[config.mk]
export PLATFORM = sky130hd
export DESIGN_NAME = pipelined_subtractor_flat
export DESIGN_NICKNAME = d
export VERILOG_FILES = /design/src/rtl/pipelined_subtractor_if.sv /design/src/rtl/pipelined_subtractor.sv /design/src/flat_wrapper.sv
export SDC_FILE = /design/constraint.sdc
export NUM_CORES = 1
export LEC_CHECK = 0
export CAP_MARGIN = 20
export CORE_MARGIN = 2
export CORE_UTILIZATION = 25
export CTS_CLUSTER_DIAMETER = 60
export DETAILED_ROUTE_END_ITERATION = 8
export PLACE_DENSITY = 0.39
export SLEW_MARGIN = 20
export SYNTH_ARGS = -nofsm -noshare
export SYNTH_HDL_FRONTEND = slang
export SYNTH_SLANG_ARGS = --single-unit
[constraint.sdc]
create_clock -name clk -period 2.71 [get_ports clk]
set_input_delay 0.542 -clock clk [delete_from_list [all_inputs] [get_ports clk]]
set_output_delay 0.542 -clock clk [all_outputs]
set_load 0.01 [all_outputs]
[src/rtl/pipelined_subtractor_if.sv]
// pipelined_subtractor_if: operand/result valid-ready bundle for pipelined_subtractor.
interface pipelined_subtractor_if #(parameter int WIDTH = 32);
  logic             in_valid;
  logic             in_ready;
  logic [WIDTH-1:0] a;
  logic [WIDTH-1:0] b;
  logic             bin;
  logic             out_valid;
  logic             out_ready;
  logic [WIDTH-1:0] diff;
  logic             bout;
  logic             of;
  modport master (output in_valid, a, b, bin, out_ready, input in_ready, out_valid, diff, bout, of);
  modport slave  (input in_valid, a, b, bin, out_ready, output in_ready, out_valid, diff, bout, of);
endinterface

[src/rtl/pipelined_subtractor.sv]
// pipelined_subtractor: diff = a - b - bin, carry chain split over STAGES registered slices.
// Define SUB_SATURATE_EN to clamp diff on signed overflow in the final stage.
module pipelined_subtractor #(
  parameter int WIDTH  = 32,
  parameter int STAGES = 4
) (
  input logic clk,
  input logic rst_n,
  pipelined_subtractor_if.slave s
);
  localparam int S = WIDTH / STAGES;
  localparam int L = STAGES - 1;
  logic             v  [L];
  logic             c  [L];
  logic [WIDTH-1:0] d  [L];
  logic [WIDTH-1:0] pa [L];
  logic [WIDTH-1:0] pb [L];
  logic             adv;
  assign adv = ~s.out_valid | s.out_ready;
  assign s.in_ready = adv;
  for (genvar k = 0; k < STAGES; k++) begin : g_st
    logic             iv;
    logic             ic;
    logic [WIDTH-1:0] ia;
    logic [WIDTH-1:0] ib;
    logic [WIDTH-1:0] id;
    logic [WIDTH-1:0] nd;
    logic [S:0]       sum;
    if (k == 0) begin : g_in
      assign iv = s.in_valid;
      assign ic = ~s.bin;
      assign ia = s.a;
      assign ib = s.b;
      assign id = '0;
    end else begin : g_mid
      assign iv = v[k-1];
      assign ic = c[k-1];
      assign ia = pa[k-1];
      assign ib = pb[k-1];
      assign id = d[k-1];
    end
    // a - b - bin computed as a + ~b + ~bin, one slice per stage
    assign sum = {1'b0, ia[k*S +: S]} + {1'b0, ~ib[k*S +: S]} + (S+1)'(ic);
    always_comb begin
      nd = id;
      nd[k*S +: S] = sum[S-1:0];
    end
    if (k < L) begin : g_reg
      always_ff @(posedge clk or negedge rst_n)
        if (!rst_n) begin
          v[k]  <= 1'b0;
          c[k]  <= 1'b0;
          d[k]  <= '0;
          pa[k] <= '0;
          pb[k] <= '0;
        end else if (adv) begin
          v[k]  <= iv;
          c[k]  <= sum[S];
          d[k]  <= nd;
          pa[k] <= ia;
          pb[k] <= ib;
        end
    end else begin : g_out
      logic             ov;
      logic [WIDTH-1:0] res;
      assign ov = (ia[WIDTH-1] ^ ib[WIDTH-1]) & (nd[WIDTH-1] ^ ia[WIDTH-1]);
`ifdef SUB_SATURATE_EN
      assign res = ov ? {ia[WIDTH-1], {(WIDTH-1){~ia[WIDTH-1]}}} : nd;
`else
      assign res = nd;
`endif
      always_ff @(posedge clk or negedge rst_n)
        if (!rst_n) begin
          s.out_valid <= 1'b0;
          s.diff      <= '0;
          s.bout      <= 1'b0;
          s.of        <= 1'b0;
        end else if (adv) begin
          s.out_valid <= iv;
          s.diff      <= res;
          s.bout      <= ~sum[S];
          s.of        <= ov;
        end
    end
  end
endmodule

[src/flat_wrapper.sv]
// flat-port wrapper written by rule: the top's interface ports become plain ports
module pipelined_subtractor_flat 
#(
  parameter int WIDTH  = 32,
  parameter int STAGES = 4
)
  (clk, rst_n, s_in_valid, s_a, s_b, s_bin, s_out_ready, s_in_ready, s_out_valid, s_diff, s_bout, s_of);
  pipelined_subtractor_if #(.WIDTH(WIDTH)) s_i ();
  input logic clk;
  input logic rst_n;
  input wire logic [$bits(s_i.in_valid)-1:0] s_in_valid;
  input wire logic [$bits(s_i.a)-1:0] s_a;
  input wire logic [$bits(s_i.b)-1:0] s_b;
  input wire logic [$bits(s_i.bin)-1:0] s_bin;
  input wire logic [$bits(s_i.out_ready)-1:0] s_out_ready;
  output wire logic [$bits(s_i.in_ready)-1:0] s_in_ready;
  output wire logic [$bits(s_i.out_valid)-1:0] s_out_valid;
  output wire logic [$bits(s_i.diff)-1:0] s_diff;
  output wire logic [$bits(s_i.bout)-1:0] s_bout;
  output wire logic [$bits(s_i.of)-1:0] s_of;
  assign s_i.in_valid = s_in_valid;
  assign s_i.a = s_a;
  assign s_i.b = s_b;
  assign s_i.bin = s_bin;
  assign s_i.out_ready = s_out_ready;
  assign s_in_ready = s_i.in_ready;
  assign s_out_valid = s_i.out_valid;
  assign s_diff = s_i.diff;
  assign s_bout = s_i.bout;
  assign s_of = s_i.of;
  pipelined_subtractor #(.WIDTH(WIDTH), .STAGES(STAGES)) u_core (.clk(clk), .rst_n(rst_n), .s(s_i));
endmodule
* Word level (Yosys, flattened, before mapping)
Cells that the tools add are included.
** Word-level totals
- Register bits after elaboration :: 281
- Output and inout bits :: 36
** Cells by class
- $add $sub $neg :: 8
- Bitwise gates (word level) :: 11
** Operator list (count)
- adder 8 x 8 -> 9 bit :: 4
- adder 9 x 1 -> 9 bit :: 4
- inverter 8 bit :: 4
- inverter 1 bit :: 3
- XOR 1 bit :: 2
- AND 1 bit :: 1
- OR 1 bit :: 1

* Depth between registers and ports, before layout
- Depth after elaboration :: 5
- Depth in mapped cells :: 9

* Worst setup path before layout
OpenSTA, ideal clock, no wires.
- Path type :: input to register
- Start point :: input s_bin
- End point :: register u_core.c, in the netlist u_core.g_st[1].ic
- Arrival time :: 2.025 ns
- Required time :: 2.586 ns
- Path slack :: 0.562 ns
- Stages :: 9
- Buffers on the path :: 0
- Path through :: inv_1 > fa_1 > inv_1 > fa_1 > nor2b_1 > o31a_1 > o21ai_1 > a21oi_1 > a211o_1
** On the way
- Cells in the longest elaborated chain, start to end :: 2
** RTL lines
- start: declaration :: RTL line flat_wrapper.sv:14 : input wire logic [$bits(s_i.bin)-1:0] s_bin;
- inverter 1 bit :: RTL line pipelined_subtractor.sv:31 : assign ic = ~s.bin;
- adder 9 x 1 -> 9 bit :: RTL line pipelined_subtractor.sv:43 : assign sum = {1'b0, ia[k*S +: S]} + {1'b0, ~ib[k*S +: S]} + (S+1)'(ic);
- end signal: indexed assignment :: RTL line pipelined_subtractor.sv:58 : c[k] <= sum[S];
- end: declaration :: RTL line pipelined_subtractor.sv:14 : logic c [L];
No other way between the ends.
A chain may end at the register's enable or synchronous reset.

* Worst setup path in the final report
- Start point :: input s_out_ready
- End point :: output s_in_ready
** On the way
- Cells in the longest elaborated chain, start to end :: 1
** RTL lines
- start: declaration :: RTL line flat_wrapper.sv:15 : input wire logic [$bits(s_i.out_ready)-1:0] s_out_ready;
- OR 1 bit :: RTL line pipelined_subtractor.sv:19 : assign adv = ~s.out_valid | s.out_ready;
- end: declaration :: RTL line flat_wrapper.sv:16 : output wire logic [$bits(s_i.in_ready)-1:0] s_in_ready;
No other way between the ends.

==> impl_metrics.yaml <==
yosys:
  yosysWarnings: 0
  synth_top_family_by_area: "simple AND/OR/NAND/NOR gates"
  ys.flop_type: "dfrtp_1"
  synth-async-reset-ratio_pct: 100
  post-synth-top-area-cell: "dfrtp_1"
  yosys.area.top_type_share_pct: 56.3
  synth-compound-area-share_pct: 9.93
  synth_xor_area_share_pct: 0.639
  ys_types: 37
  synth.area.mux_share_pct: 0
  netlist_instances: 915
  synth_edf_count: 0
  ys_seq_area_share_pct: 56.3
  synth_area_leaders: "dfrtp_1 56%, nand2_1 19%, ha_1 4.3%"
  synthSimpleGateAreaFrac_pct: 22.2
  syn_area_per_cell_um2: 8.99
  synthAdderAreaFrac_pct: 6.20
  syn-num-nets: 1020
  ys_ff_latch: 185
  synth_area_um2: 8230
critical_path:
  r2r_slack_ps: 480
  reg2regPathDepth: 7
  cp_max_fo: 3
  crit_arrival_ps: 1810
  r2r-end: "u_core.s.diff[30]"
  crit_required_ps: 2170
  startpoint_type: "input port"
  criticalPathCategory: "in -> out"
  end_kind: "output pin"
  r2r-start: "u_core.g_st[3].ib[24]"
power:
  power_w: 0.0119
  power_density_nw_per_um2: 1140
  peakVddDrop_uv: 415
  p_leak_nw: 5.09
timing:
  fin_ws_ps: 353
  relSlewSlack_pct: 60.7
  fmax_mhz: 424
  max_slew.worst_pin.slew_ps: 590
  period_share_pct: 87.0
  rsz0062_at_grt: "false"
  drv_slew: 0
  fin_skew_ps: 16.0
  period_needed_ps: 2360
  hold_violations: 0
  setup_viol: 0
clock_tree:
  clk_latency_ps: 430
  cts_max_path_buffers: 2
  cts_tree: "yes"
  clock-root-buffer: "clkbuf_16"
  cts_resized: 0
  cts_setup_buffers: 0
  numCtsBuffers: 17
  clkTransAtPathRegs_ps: 70
  cts_hold_buf: 0
  cts_sinks: 185
  ctsHtreeMaxLevel: 4
cells_and_area:
  n_antenna_cell: 0
  fin_nets: 1114
  layout-drive-gt1-share_pct: 4.99
  fillerInstances: 3452
  syn_to_final_growth_pct: 27.0
hold_path:
  hold_path_class: "in -> async"
placed_design:
  dp_hpwl_um: 12300
  place_ws_ps: -64.4
  port_buffers: 104
  place.gp.congestion: 0.722
flow_run:
  cap_violations: 0
global_routing:
  grt_max_degree: 115
  antenna_found_initial: 0
  globalRouteOverflowTotal: 0
  grt_pass1_wl_um: 31900
  grt_pass1_vias: 6187
  grt_usage_pct: 11.8
detailed_routing:
  dr_total_vias: 6055
  drt_iter0_markers: 341
  ant_nets: 0
  dr.pass1.iters: 4
  drt_wl_total_um: 18900
  vias_per_cell: 4.14
  drcViolationCount: 0
  wl_per_cell_um: 12.9
floorplanning:
  die_w_um: 185
  ioPinCount: 105
  initial_core_util_pct: 25.4
  dieArea_um2: 34400
  die_y_um: 185
  core.rowCount: 66
  design.core.area_um2: 32500
run_status:
  outcome: "completed"
-- cell usage in the layout (no fill, tap or decap), types with 3 or more instances in the layout --
master	n
o31a_1	7
inv_1	54
o21ai_0	37
fa_1	8
dfrtp_1	185
clkdlybuf4s50_1	103
buf_4	7
and3_1	4
clkbuf_16	17
ha_1	28
a211oi_1	7
o21ai_1	8
a21boi_0	3
or3_1	3
nor2_1	24
a21boi_1	3
nor3_1	7
xor2_1	6
nor2b_1	6
inv_6	5
a21oi_1	23
nand3_1	3
nor3b_1	5
a21o_1	5
clkbuf_8	3
o21a_1	12
a211o_1	3
buf_12	5
bufinv_16	4
o31ai_1	13
nand2_1	408
-- final cells by class --
type / count / area [um2] / area share (%)
inverters: 55 / 211 / 2.02
clock buffers: 19 / 453 / 4.33
repair buffers: 116 / 1200 / 11.5
clock inverters: 13 / 189 / 1.81
flip-flops and latches: 185 / 4630 / 44.3
multi-input cells: 634 / 3220 / 30.8
well taps: 442 / 553 / 5.29
-- worst max-delay path by stage --
stage / from / cells after the start / end / slack, ps
global route: s_bin / 10 / u_core.g_st[1].id[6] / 240
finish: s_out_ready / 4 / s_in_ready / 350
CTS: s_out_ready / 4 / s_in_ready / 300
detailed placement: s_bin / 10 / u_core.g_st[1].ic / -60
global placement: s_bin / 10 / u_core.g_st[1].ic / -20
floorplan: s_bin / 9 / u_core.g_st[1].ic / 560
-- synth_stat cells, types with 4 or more instances --
cell and instances:
o21ai_0 37, inv_1 54, nor3b_1 5, o21ai_1 8
o31ai_1 13, a211oi_1 7, nor2b_1 7, xor2_1 6
and3_1 4, a21o_1 5, o31a_1 7, nor2_1 24
a21oi_1 23, buf_1 4, dfrtp_1 185, ha_1 28
nand2_1 408, o21a_1 12, clkbuf_1 13, fa_1 8
buf_2 24, nor3_1 7
-- cell families (layout without fill, tap and decap cells) --
group	after synthesis	after routing
flip-flops	185	185
XOR/XNOR	6	6
AO/OA/AOI/OAI	128	128
buffers and inverters	96	203
AND/OR/NAND/NOR	464	464
adder cells (fa/ha/maj)	36	36
-- report_power, final --
group          internal (W)  leakage [nW]  switching, W
Combinational       0.00209          2.55       0.00246
Sequential          0.00397          2.22      0.000648
Clock               0.00161         0.311       0.00114
-- worst max-delay path, stage by stage --
cell and delay, ps:
clkdlybuf4s50_1 450, nor2b_4 220, inv_6 60, clkdlybuf4s50_1 540
-- per-layer routing --
layer | up-vias | track usage (%) | wire, um | part of all wire, %
met5 | - | 0 | 0 | 0
met4 | 0 | 3.43 | 210 | 1.1
met3 | 12 | 2.32 | 543 | 2.9
met2 | 78 | 18.8 | 8670 | 46
met1 | 2881 | 16.1 | 9510 | 50
li1 | 3084 | - | - | -
-- registers in the layout, summed over array words and instances, names as in the netlist --
signal	cells
u_core.g_st.ia	48
u_core.g_st.ib	48
u_core.g_st.id	48
u_core.s.diff	32
u_core.g_st.ic	3
u_core.g_st.iv	3
u_core.s.bout	1
u_core.s.of	1
u_core.s.out_valid	1
-- through the flow --
step                utilization [%]  hold WS (ps)  instance area, um2  setup TNS, ps  instances
floorplan                         -           246                8230              0        915
global placement               30.2           447                9810          -38.9       1432
detailed placement             30.2           455                9810           -122       1432
CTS                            32.2          35.2               10500              0       1464
global route                   32.2          40.7               10500              0       1464
finish                         32.2          33.6               10500              0       1464
Note: power is estimated with default switching activity, not from simulation.
